## config.mk

```make
export PLATFORM = sky130hd
export DESIGN_NAME = led_matrix_scan
export DESIGN_NICKNAME = d
export VERILOG_FILES = /design/src/rtl/led_pkg.sv /design/src/rtl/row_scan_counter.sv /design/src/rtl/led_matrix_scan.sv
export SDC_FILE = /design/constraint.sdc
export NUM_CORES = 1
export LEC_CHECK = 0
export CAP_MARGIN = 25
export CORE_UTILIZATION = 50
export DETAILED_ROUTE_END_ITERATION = 6
export GPL_ROUTABILITY_DRIVEN = 0
export PLACE_DENSITY = 0.75
export SLEW_MARGIN = 10
export SYNTH_ARGS = -nofsm -noshare
export SYNTH_HDL_FRONTEND = slang
export SYNTH_SLANG_ARGS = --single-unit
```

## constraint.sdc

```tcl
create_clock -name clk -period 7.7 [get_ports clk]
set_clock_uncertainty 0.1 [all_clocks]
set_input_delay 1.54 -clock clk [delete_from_list [all_inputs] [get_ports clk]]
set_output_delay 1.54 -clock clk [all_outputs]
set_load 0.02 [all_outputs]
```

## src/rtl/led_pkg.sv

```systemverilog
// Shared definitions for the LED matrix display blocks.
// Holds matrix geometry constants, the scan/display-mode enums, the frame
// snapshot record and the row-to-column mapping helper.
package led_pkg;

    localparam int unsigned ROWS          = 8;
    localparam int unsigned COLS          = 8;
    localparam int unsigned SLOTS         = 10;
    localparam int unsigned SCROLL_THRESH = 4;

    typedef enum logic {
        StBlank = 1'b0,
        StOn    = 1'b1
    } scan_state_t;

    typedef enum logic [1:0] {
        ModeNormal = 2'd0,
        ModeFlash  = 2'd1,
        ModeDone   = 2'd2
    } disp_mode_t;

    // Frame-coherent copy of the upstream note stage outputs.
    typedef struct packed {
        logic [SLOTS-1:0] r;
        logic [SLOTS-1:0] b;
        logic [2:0]       offset;
    } snapshot_t;

    // Returns {col_R, col_B} for one row. Red notes light the low half of the
    // red drive, blue notes the high half of the blue drive. A scroll phase
    // past the threshold shifts the display by one slot, so slot 9 is never
    // reachable.
    function automatic logic [15:0] row_columns(snapshot_t snap, logic [2:0] row,
                                                disp_mode_t mode);
        logic [3:0]  slot;
        logic [15:0] cols;
        slot = {1'b0, row} + ((snap.offset >= 3'(SCROLL_THRESH)) ? 4'd1 : 4'd0);
        cols = '0;
        case (mode)
            ModeNormal: cols = {4'h0, {4{snap.r[slot]}}, {4{snap.b[slot]}}, 4'h0};
            ModeFlash:  cols = {8'hFF, 8'h00};
            default:    cols = '0;
        endcase
        return cols;
    endfunction

endpackage

```

## src/rtl/row_scan_counter.sv

```systemverilog
// Row scan sequencer for the LED matrix.
// Alternates a BLANK gap and an ON dwell for each of the 8 rows.
// Ports:
//   clk, rst          - clock, synchronous active-high reset
//   state_nxt_o       - scan state for the next cycle (1 = ON)
//   row_idx_nxt_o     - row index for the next cycle
//   frame_boundary_o  - high in the cycle the scan sits at BLANK, cnt 0, row 0
module row_scan_counter import led_pkg::*; #(
    parameter int unsigned DWELL = 1000,
    parameter int unsigned BLANK = 16
) (
    input  logic       clk,
    input  logic       rst,
    output logic       state_nxt_o,
    output logic [2:0] row_idx_nxt_o,
    output logic       frame_boundary_o
);

    localparam logic [15:0] DwellLast = 16'(DWELL - 1);
    localparam logic [15:0] BlankLast = 16'(BLANK - 1);

    scan_state_t state_q, state_d;
    logic [15:0] cnt_q, cnt_d;
    logic [2:0]  row_q, row_d;
    logic        start_q;
    logic        fb_q, fb_d;

    always_comb begin
        state_d = state_q;
        cnt_d   = cnt_q + 16'd1;
        row_d   = row_q;
        if (start_q) begin
            // First cycle out of reset re-enters BLANK/row 0 so that it is
            // reported as a frame boundary.
            state_d = StBlank;
            cnt_d   = '0;
            row_d   = '0;
        end else if (state_q == StBlank) begin
            if (cnt_q == BlankLast) begin
                state_d = StOn;
                cnt_d   = '0;
            end
        end else if (cnt_q == DwellLast) begin
            state_d = StBlank;
            cnt_d   = '0;
            row_d   = row_q + 3'd1;
        end
        fb_d = (state_d == StBlank) && (cnt_d == '0) && (row_d == '0);
    end

    always_ff @(posedge clk) begin
        if (rst) begin
            state_q <= StBlank;
            cnt_q   <= '0;
            row_q   <= '0;
            start_q <= 1'b1;
            fb_q    <= 1'b0;
        end else begin
            state_q <= state_d;
            cnt_q   <= cnt_d;
            row_q   <= row_d;
            start_q <= 1'b0;
            fb_q    <= fb_d;
        end
    end

    assign state_nxt_o      = state_d;
    assign row_idx_nxt_o    = row_d;
    assign frame_boundary_o = fb_q;

endmodule

```

## src/rtl/led_matrix_scan.sv

```systemverilog
// Display back-end: scans the note vectors onto an 8x8 common-row RGB matrix.
// A snapshot of the inputs is latched at every frame boundary so a frame is
// never torn; a song-end pulse triggers a full-red flash sequence.
// Ports:
//   clk, rst           - clock, synchronous active-high reset
//   note_R, note_B     - per-slot red/blue notes (slot 0 nearest)
//   offset             - scroll phase, >= 4 shifts display by one slot
//   finish             - one-cycle song-end pulse
//   row_n              - active-low one-hot row select, FF = all off
//   col_R, col_B       - active-high column drives
//   frame_sync         - one-cycle pulse at each snapshot latch
module led_matrix_scan import led_pkg::*; #(
    parameter int unsigned DWELL        = 1000,
    parameter int unsigned BLANK        = 16,
    parameter int unsigned FLASH_FRAMES = 32
) (
    input  logic       clk,
    input  logic       rst,
    input  logic [9:0] note_R,
    input  logic [9:0] note_B,
    input  logic [2:0] offset,
    input  logic       finish,
    output logic [7:0] row_n,
    output logic [7:0] col_R,
    output logic [7:0] col_B,
    output logic       frame_sync
);

    localparam logic [7:0] FlashLoad = 8'(FLASH_FRAMES);

    logic       state_nxt;
    logic [2:0] row_nxt;
    logic       boundary;

    row_scan_counter #(
        .DWELL (DWELL),
        .BLANK (BLANK)
    ) u_row_scan_counter (
        .clk              (clk),
        .rst              (rst),
        .state_nxt_o      (state_nxt),
        .row_idx_nxt_o    (row_nxt),
        .frame_boundary_o (boundary)
    );

    snapshot_t  snap_q, snap_d;
    disp_mode_t mode_q, mode_d;
    logic [7:0] flash_q, flash_d;
    logic       pend_q, pend_d;
    logic [7:0] row_n_q, row_n_d;
    logic [7:0] col_r_q, col_r_d;
    logic [7:0] col_b_q, col_b_d;
    logic [15:0] cols;

    always_comb begin
        snap_d  = snap_q;
        mode_d  = mode_q;
        flash_d = flash_q;
        pend_d  = pend_q | finish;
        if (boundary) begin
            snap_d = '{r: note_R, b: note_B, offset: offset};
            pend_d = 1'b0;
            if (finish || pend_q) begin
                // A pending or same-cycle finish (re)starts the flash.
                mode_d  = ModeFlash;
                flash_d = FlashLoad;
            end else begin
                case (mode_q)
                    ModeFlash: begin
                        if (flash_q <= 8'd1) begin
                            mode_d = ModeDone;
                        end
                        flash_d = flash_q - 8'd1;
                    end
                    ModeDone: begin
                        if (|(note_R | note_B)) begin
                            mode_d = ModeNormal;
                        end
                    end
                    default: ;
                endcase
            end
        end

        // Columns use the post-boundary snapshot/mode so a new frame shows
        // its own data even when BLANK is a single cycle.
        cols = row_columns(snap_d, row_nxt, mode_d);
        if (state_nxt == StOn) begin
            row_n_d = ~(8'd1 << row_nxt);
            col_r_d = cols[15:8];
            col_b_d = cols[7:0];
        end else begin
            row_n_d = 8'hFF;
            col_r_d = 8'h00;
            col_b_d = 8'h00;
        end
    end

    always_ff @(posedge clk) begin
        if (rst) begin
            snap_q  <= '0;
            mode_q  <= ModeNormal;
            flash_q <= '0;
            pend_q  <= 1'b0;
            row_n_q <= 8'hFF;
            col_r_q <= 8'h00;
            col_b_q <= 8'h00;
        end else begin
            snap_q  <= snap_d;
            mode_q  <= mode_d;
            flash_q <= flash_d;
            pend_q  <= pend_d;
            row_n_q <= row_n_d;
            col_r_q <= col_r_d;
            col_b_q <= col_b_d;
        end
    end

    assign row_n      = row_n_q;
    assign col_R      = col_r_q;
    assign col_B      = col_b_q;
    assign frame_sync = boundary;

endmodule
```

Yosys cells after proc, flatten, opt, wreduce, memory -nomap -nowiden
Cells that the tools add are included.

Register bits: 80. Output and inout bits: 25. Logic and storage cells: 68.

$add $sub $neg: 4. $lt $le $gt $ge: 3. Equal/unequal tests: 5. Shift operators: 1. Muxes and demuxes: 26. Bitwise operators: 4. Reduce and logical (&&, ||, !) cells: 11.

Operator list (number): $mux W16 (4); $pmux W16 S2 (1); $mux W23 (1); $add A16 B1 Y16 const B (1); $eq A16 B10 Y1 const B (1); $eq A16 B4 Y1 const B (1); $logic_not A16 Y1 (1); $mux W8 (2); $or A10 B10 Y10 (1); $reduce_or A10 Y1 (1); $mux W3 (3); $bmux W1 S4 (2); $le A8 B1 Y1 const B (1); $mux W1 (8); $mux W2 (4); $not A8 Y8 (1); $shl A1 B3 Y8 const A (1); $sub A8 B1 Y8 const B (1); $lt A4 B5 Y1 const B (1); $add A3 B1 Y4 (1); $eq A2 B1 Y1 const B (2); $pmux W2 S2 (1); $reduce_or A2 Y1 (2); $add A3 B1 Y3 const B (1); 10 further kinds (11).

Depth between registers and ports, before layout
Word-level depth: 8. Gate-level depth with buffers: 15. Depth with buffers taken out: 14.

Hierarchy
A second synthesis with hierarchy kept.

Cells, all modules: 374. Area total of the unflattened synthesis: 3524.6 um^2.

By module, submodules not included: led_matrix_scan (times used 1, cells each 222, area each 2174.6 um^2, sequential area each 860.8 um^2); row_scan_counter (times used 1, cells each 152, area each 1350.0 um^2, sequential area each 440.4 um^2).

Least setup slack after synthesis
Ideal clock, no wire load.

Path type: input to register. From: input offset[2]. To: register col_b_q[6] (netlist: col_B[6]). Arrival time: 3.678 ns. Required time: 7.478 ns. Slack: 3.800 ns. Cell stages on the path: 7. Buffers on the path: 1. Cells stage by stage: mux2_2 -> ha_1 -> clkbuf_1 -> mux4_2 -> mux2i_1 -> nor3b_2 -> o311a_1.

Cells in the longest elaborated chain, start to end: 7.

Ends and longest elaborated chain: start, declared (line led_matrix_scan.sv:21) `input logic [2:0] offset,`; $mux W23 (line led_matrix_scan.sv:60) `if (boundary) begin`; $ge A3 B3 Y1 (line led_pkg.sv:37) `slot = {1'b0, row} + ((snap.offset >= 3'(SCROLL_THRESH)) ? 4'd1 : 4'd0);`; $mux W1 (line led_pkg.sv:37); $add A3 B1 Y4 (line led_pkg.sv:37); $bmux W1 S4 (line led_pkg.sv:40) `ModeNormal: cols = {4'h0, {4{snap.r[slot]}}, {4{snap.b[slot]}}, 4'h0};`; $mux W1 (not written as such) (line led_pkg.sv:40); $pmux W16 S2 (line led_pkg.sv:39) `case (mode)`; end signal, assigned (line led_matrix_scan.sv:115) `col_b_q <= col_b_d;`; end, declared (line led_matrix_scan.sv:52) `logic [7:0] col_b_q, col_b_d;`.

No other way between the ends. The select of a mux whose other input is x is not followed. A chain may end at the register's enable or synchronous reset.

Worst setup path in the final report
From: register u_row_scan_counter.cnt_q[13]. To: register col_b_q[6] (netlist: col_B[6]).

Cells in the longest elaborated chain, start to end: 8.

Ends and longest elaborated chain: start, declared (line row_scan_counter.sv:23) `logic [15:0] cnt_q, cnt_d;`; start signal, assigned (line row_scan_counter.sv:60) `cnt_q <= cnt_d;`; $eq A16 B10 Y1 (line row_scan_counter.sv:43) `end else if (cnt_q == DwellLast) begin`; $mux W3 (line row_scan_counter.sv:43); $mux W3 (line row_scan_counter.sv:38) `end else if (state_q == StBlank) begin`; $mux W3 (line row_scan_counter.sv:32) `if (start_q) begin`; named net row_nxt[0] (line led_matrix_scan.sv:32) `logic [2:0] row_nxt;`; $add A3 B1 Y4 (line led_pkg.sv:37); $bmux W1 S4 (line led_pkg.sv:40); $mux W1 (not written as such) (line led_pkg.sv:40); $pmux W16 S2 (line led_pkg.sv:39).

The timed path passes the listed nets, and every way through them passes these cells. The select of a mux whose other input is x is not followed.

==> metrics.md <==
| Metric | Value |
|---|---|
| Yosys top cell area share | `between 30% and 40%` |
| Total power | `about 700 uW` |
| CTS Buf Count | `9` |
| Hold path endpoint | `u_row_scan_counter.cnt_q[0]$_SDFF_PP0_` |
| Final nets | `~420` |
| RSZ-0062 raised after global routing | `false` |
| Die area | `7079 um2` |
| Drt first pass iters | `6` |
| Post-route DRC | `2` |
| FFs w/ async S/R, synth | `0%` |
| HPWL after DPL | `between 4 and 5 mm` |
| DIE HEIGHT | `~84 um` |
| WP data arrival | `around 4300 ps` |
| Top_reg_cell synth | `dfxtp_1` |
| Setup WS post-layout | `about 3500 ps` |
| Min-delay src | `u_row_scan_counter.cnt_q[0]$_SDFF_PP0_` |
| Worst R2R Path Depth | `13` |
| CP top delay family | `simple AND/OR/NAND/NOR gates` |
| Hold Violations, Final | `0` |
| Final setup violation count | `0` |
| Worst Setup Path Type | `register to register` |
| PwrDens | `~180 nW/um2` |
| Die width | `approximately 84 um` |
| Detailed-route via count | `about 2600` |
| First-pass GRT wire length | `about 11 mm` |
| Crit-path max cell delay | `between 600 and 700 ps` |
| Crit path max-delay cell type | `nor4_4` |
| RR Startpoint | `u_row_scan_counter.cnt_q[13]$_SDFF_PP0_` |
| Post-synth top area cell | `dfxtp_1` |
| Worst slew margin | `48.17%` |
| CTS tree | `done` |
| Number of global-route vias before repair | `around 2500` |
| Final wirelength | `between 6 and 7 mm` |
| Failing checks | `design-rule violations` |
| DR vias/cell | `~5.6` |
| Clock sink total | `65` |
| Root Buffer | `clkbuf_8` |
| Clock latency on the worst-skew pair | `between 300 and 400 ps` |
| Gr usage total | `between 20% and 30%` |
| Post-CTS Setup Bufs | `0` |
| Setup TNS Final | `0 ps` |
| Final Max Slew Viols | `0` |
| Synth cell count leaders | `dfxtp_1 (65), nor2_1 (60), mux2i_1 (27)` |
| Min-Delay Path Depth | `1` |
| Seq cells post-synth | `between 60 and 70` |
| Worst-path clk slew | `about 70 ps` |
| Adder-cell area share of the yosys netlist | `a little under 3%` |
| Core area | `roughly 6400 um2` |
| Largest cells by area after synthesis | `dfxtp_1 (39%), mux2i_1 (8.0%), mux4_2 (6.7%)` |
| Remaining antenna violation count | `0` |
| Congestion Overflow GR | `0` |
| Post-synth EDFFs | `0` |
| Synth Area in XOR/XNOR | `4.933%` |
| Fin crit share | `between 50% and 60%` |
| Status | `finished with violations` |
| Worst r2r dst | `col_B[6]$_SDFF_PP0_` |
| Ys Warns | `0` |
| Clock Path Buffers | `2` |
| Post-synthesis sequential area ratio | `around 39%` |
| Largest family of logic cells by synthesized area | `simple AND/OR/NAND/NOR gates` |
| Largest net degree at the start of global routing | `38` |
| IO Pins | `51` |
| Fraction of layout cells with a size suffix above 1 | `roughly an eighth` |
| Lkg Pwr | `around 1.5 nW` |
| CP Launch Type | `register` |
| Synth Area in Compound Gates | `slightly below 7%` |
| Rows | `29` |
| WL/cell | `between 10 and 15 um` |
| Tmin final | `4176 ps` |
| IO buf count | `44` |
| Post-CTS Hold Buffers | `0` |
| Post-layout util | `60.92%` |
| F_max | `239.5 MHz` |
| CP max FO | `11` |
| Pre-CTS WS | `3315 ps` |
| HP Class | `register to register` |
| CTS resizes | `0` |
| Post-synthesis mux area share | `15.02%` |
| Initial DRC count | `around 90` |
| Area Overhead vs Synth | `15.99%` |
| Initial antenna violation count | `0` |
| Synth Area in Simple Gates | `24.22%` |
| Max-cap violation count | `0` |
| Synthesized instance count | `352` |
| R2r setup slk | `3520 ps` |
| CP cell instances | `or4_4 -> nor4_4 -> xnor2_1 -> or2_2 -> inv_1 -> ha_1 -> ha_1 -> nor3_1 -> and3_1 -> a311oi_4 -> mux2i_1 -> nor3b_2 -> o311a_1` |
| Slew @ Worst Pin | `roughly 770 ps` |
| Initial Util | `about 53%` |
| CTS H-Tree Depth | `3` |
| VDD IR-drop max | `around 0.11 mV` |
| Crit path top cell by count | `ha_1` |
| Critical Path End Type | `register` |
| Synth Cell Area | `between 3000 and 4000 um2` |
| CP bufs+invs | `1` |
| Antenna diodes | `0` |
| Post-Syn Area per Cell | `between 9 and 10 um2` |
| Top-count cell post-synth | `dfxtp_1` |
| Req. time, crit path | `about 7800 ps` |
| Count of cell types in the netlist | `62` |
[stage by stage]
step	instance area (um2)	hold WS, ps	instances
final	3913	380.9	462
after global routing	3913	431.7	462
after CTS	3913	389.4	462
after detailed placement	3730	374.4	448
after global placement	3730	361.6	448
after floorplan	3385	340.9	355
[layout make-up]
class	instances	area, um2
fill	552	2510
multi-input combinational	249	1834
sequential	65	1303
timing repair buffer	46	455.4
clock buffer	10	137.6
tap	77	96.34
clock inverter	4	45.04
inverter	11	41.29
[report_power, final]
part | internal, mW | switching [mW] | total (mW)
Sequential | 0.348 | 0.00842 | 0.356
Combinational | 0.0418 | 0.0393 | 0.0811
Clock | 0.153 | 0.126 | 0.279
Total | 0.543 | 0.174 | 0.716
[routing by layer]
| metal | GRT usage (%) | part of all wire, % | vias up |
|---|---|---|---|
| met5 | 0 | 0 | - |
| met3 | 4.720 | 3.3 | 8 |
| met2 | 33.16 | 50 | 53 |
| li1 | - | - | 1291 |
| met4 | 8.621 | 1.4 | 0 |
| met1 | 25.30 | 45 | 1237 |
[worst max path at each step]
stage | startpoint | to | slack, ps | depth (start not counted)
after floorplan | offset[2] | col_B[6]$_SDFF_PP0_ | 3800 | 7
after global placement | offset[2] | col_B[6]$_SDFF_PP0_ | 3340 | 7
after detailed placement | offset[2] | col_B[6]$_SDFF_PP0_ | 3310 | 7
after CTS | u_row_scan_counter.cnt_q[13]$_SDFF_PP0_ | col_B[6]$_SDFF_PP0_ | 3490 | 10
after global routing | u_row_scan_counter.cnt_q[13]$_SDFF_PP0_ | col_B[6]$_SDFF_PP0_ | 3190 | 13
final | u_row_scan_counter.cnt_q[13]$_SDFF_PP0_ | col_B[6]$_SDFF_PP0_ | 3520 | 13
[registers in the layout, summed over array words and instances, names as in the netlist, named ones only]
signal,cells
pend_q,1
row_n,8
col_B,1
u_row_scan_counter.cnt_q,16
snap_q,20
col_R,2
flash_q,8
u_row_scan_counter.state_q,1
mode_q,2
u_row_scan_counter.frame_boundary_o,1
u_row_scan_counter.row_q,3
u_row_scan_counter.start_q,1
[logic make-up after synthesis]
logic type | Yosys count
muxes | 38
xor gates and xnor gates | 19
and+or+nand+nor | 150
adders and majority gates | 8
buffers and inverters | 41
AOI/OAI and AO/OA | 30
other | 1
DFF | 65
[placed cells by master (no fill, tap or decap), drive strengths merged, types with 2 or more instances in the layout]
cell type      count
dfxtp             65
nor2              61
clkdlybuf4s50     44
mux2i             27
nor3              14
nand2             13
xnor2             13
inv               11
nand3             11
mux4              10
clkbuf            10
ha                 8
nor4               8
a21oi              7
or4                7
xor2               6
nand4              5
or3                5
nor2b              5
o21ai              4
conb               4
and3               4
nor4b              3
clkinv             3
or2b               2
a21o               2
or2                2
o41ai              2
o31ai              2
nand2b             2
buf                2
nor3b              2
(Power assumes the default switching activity.)
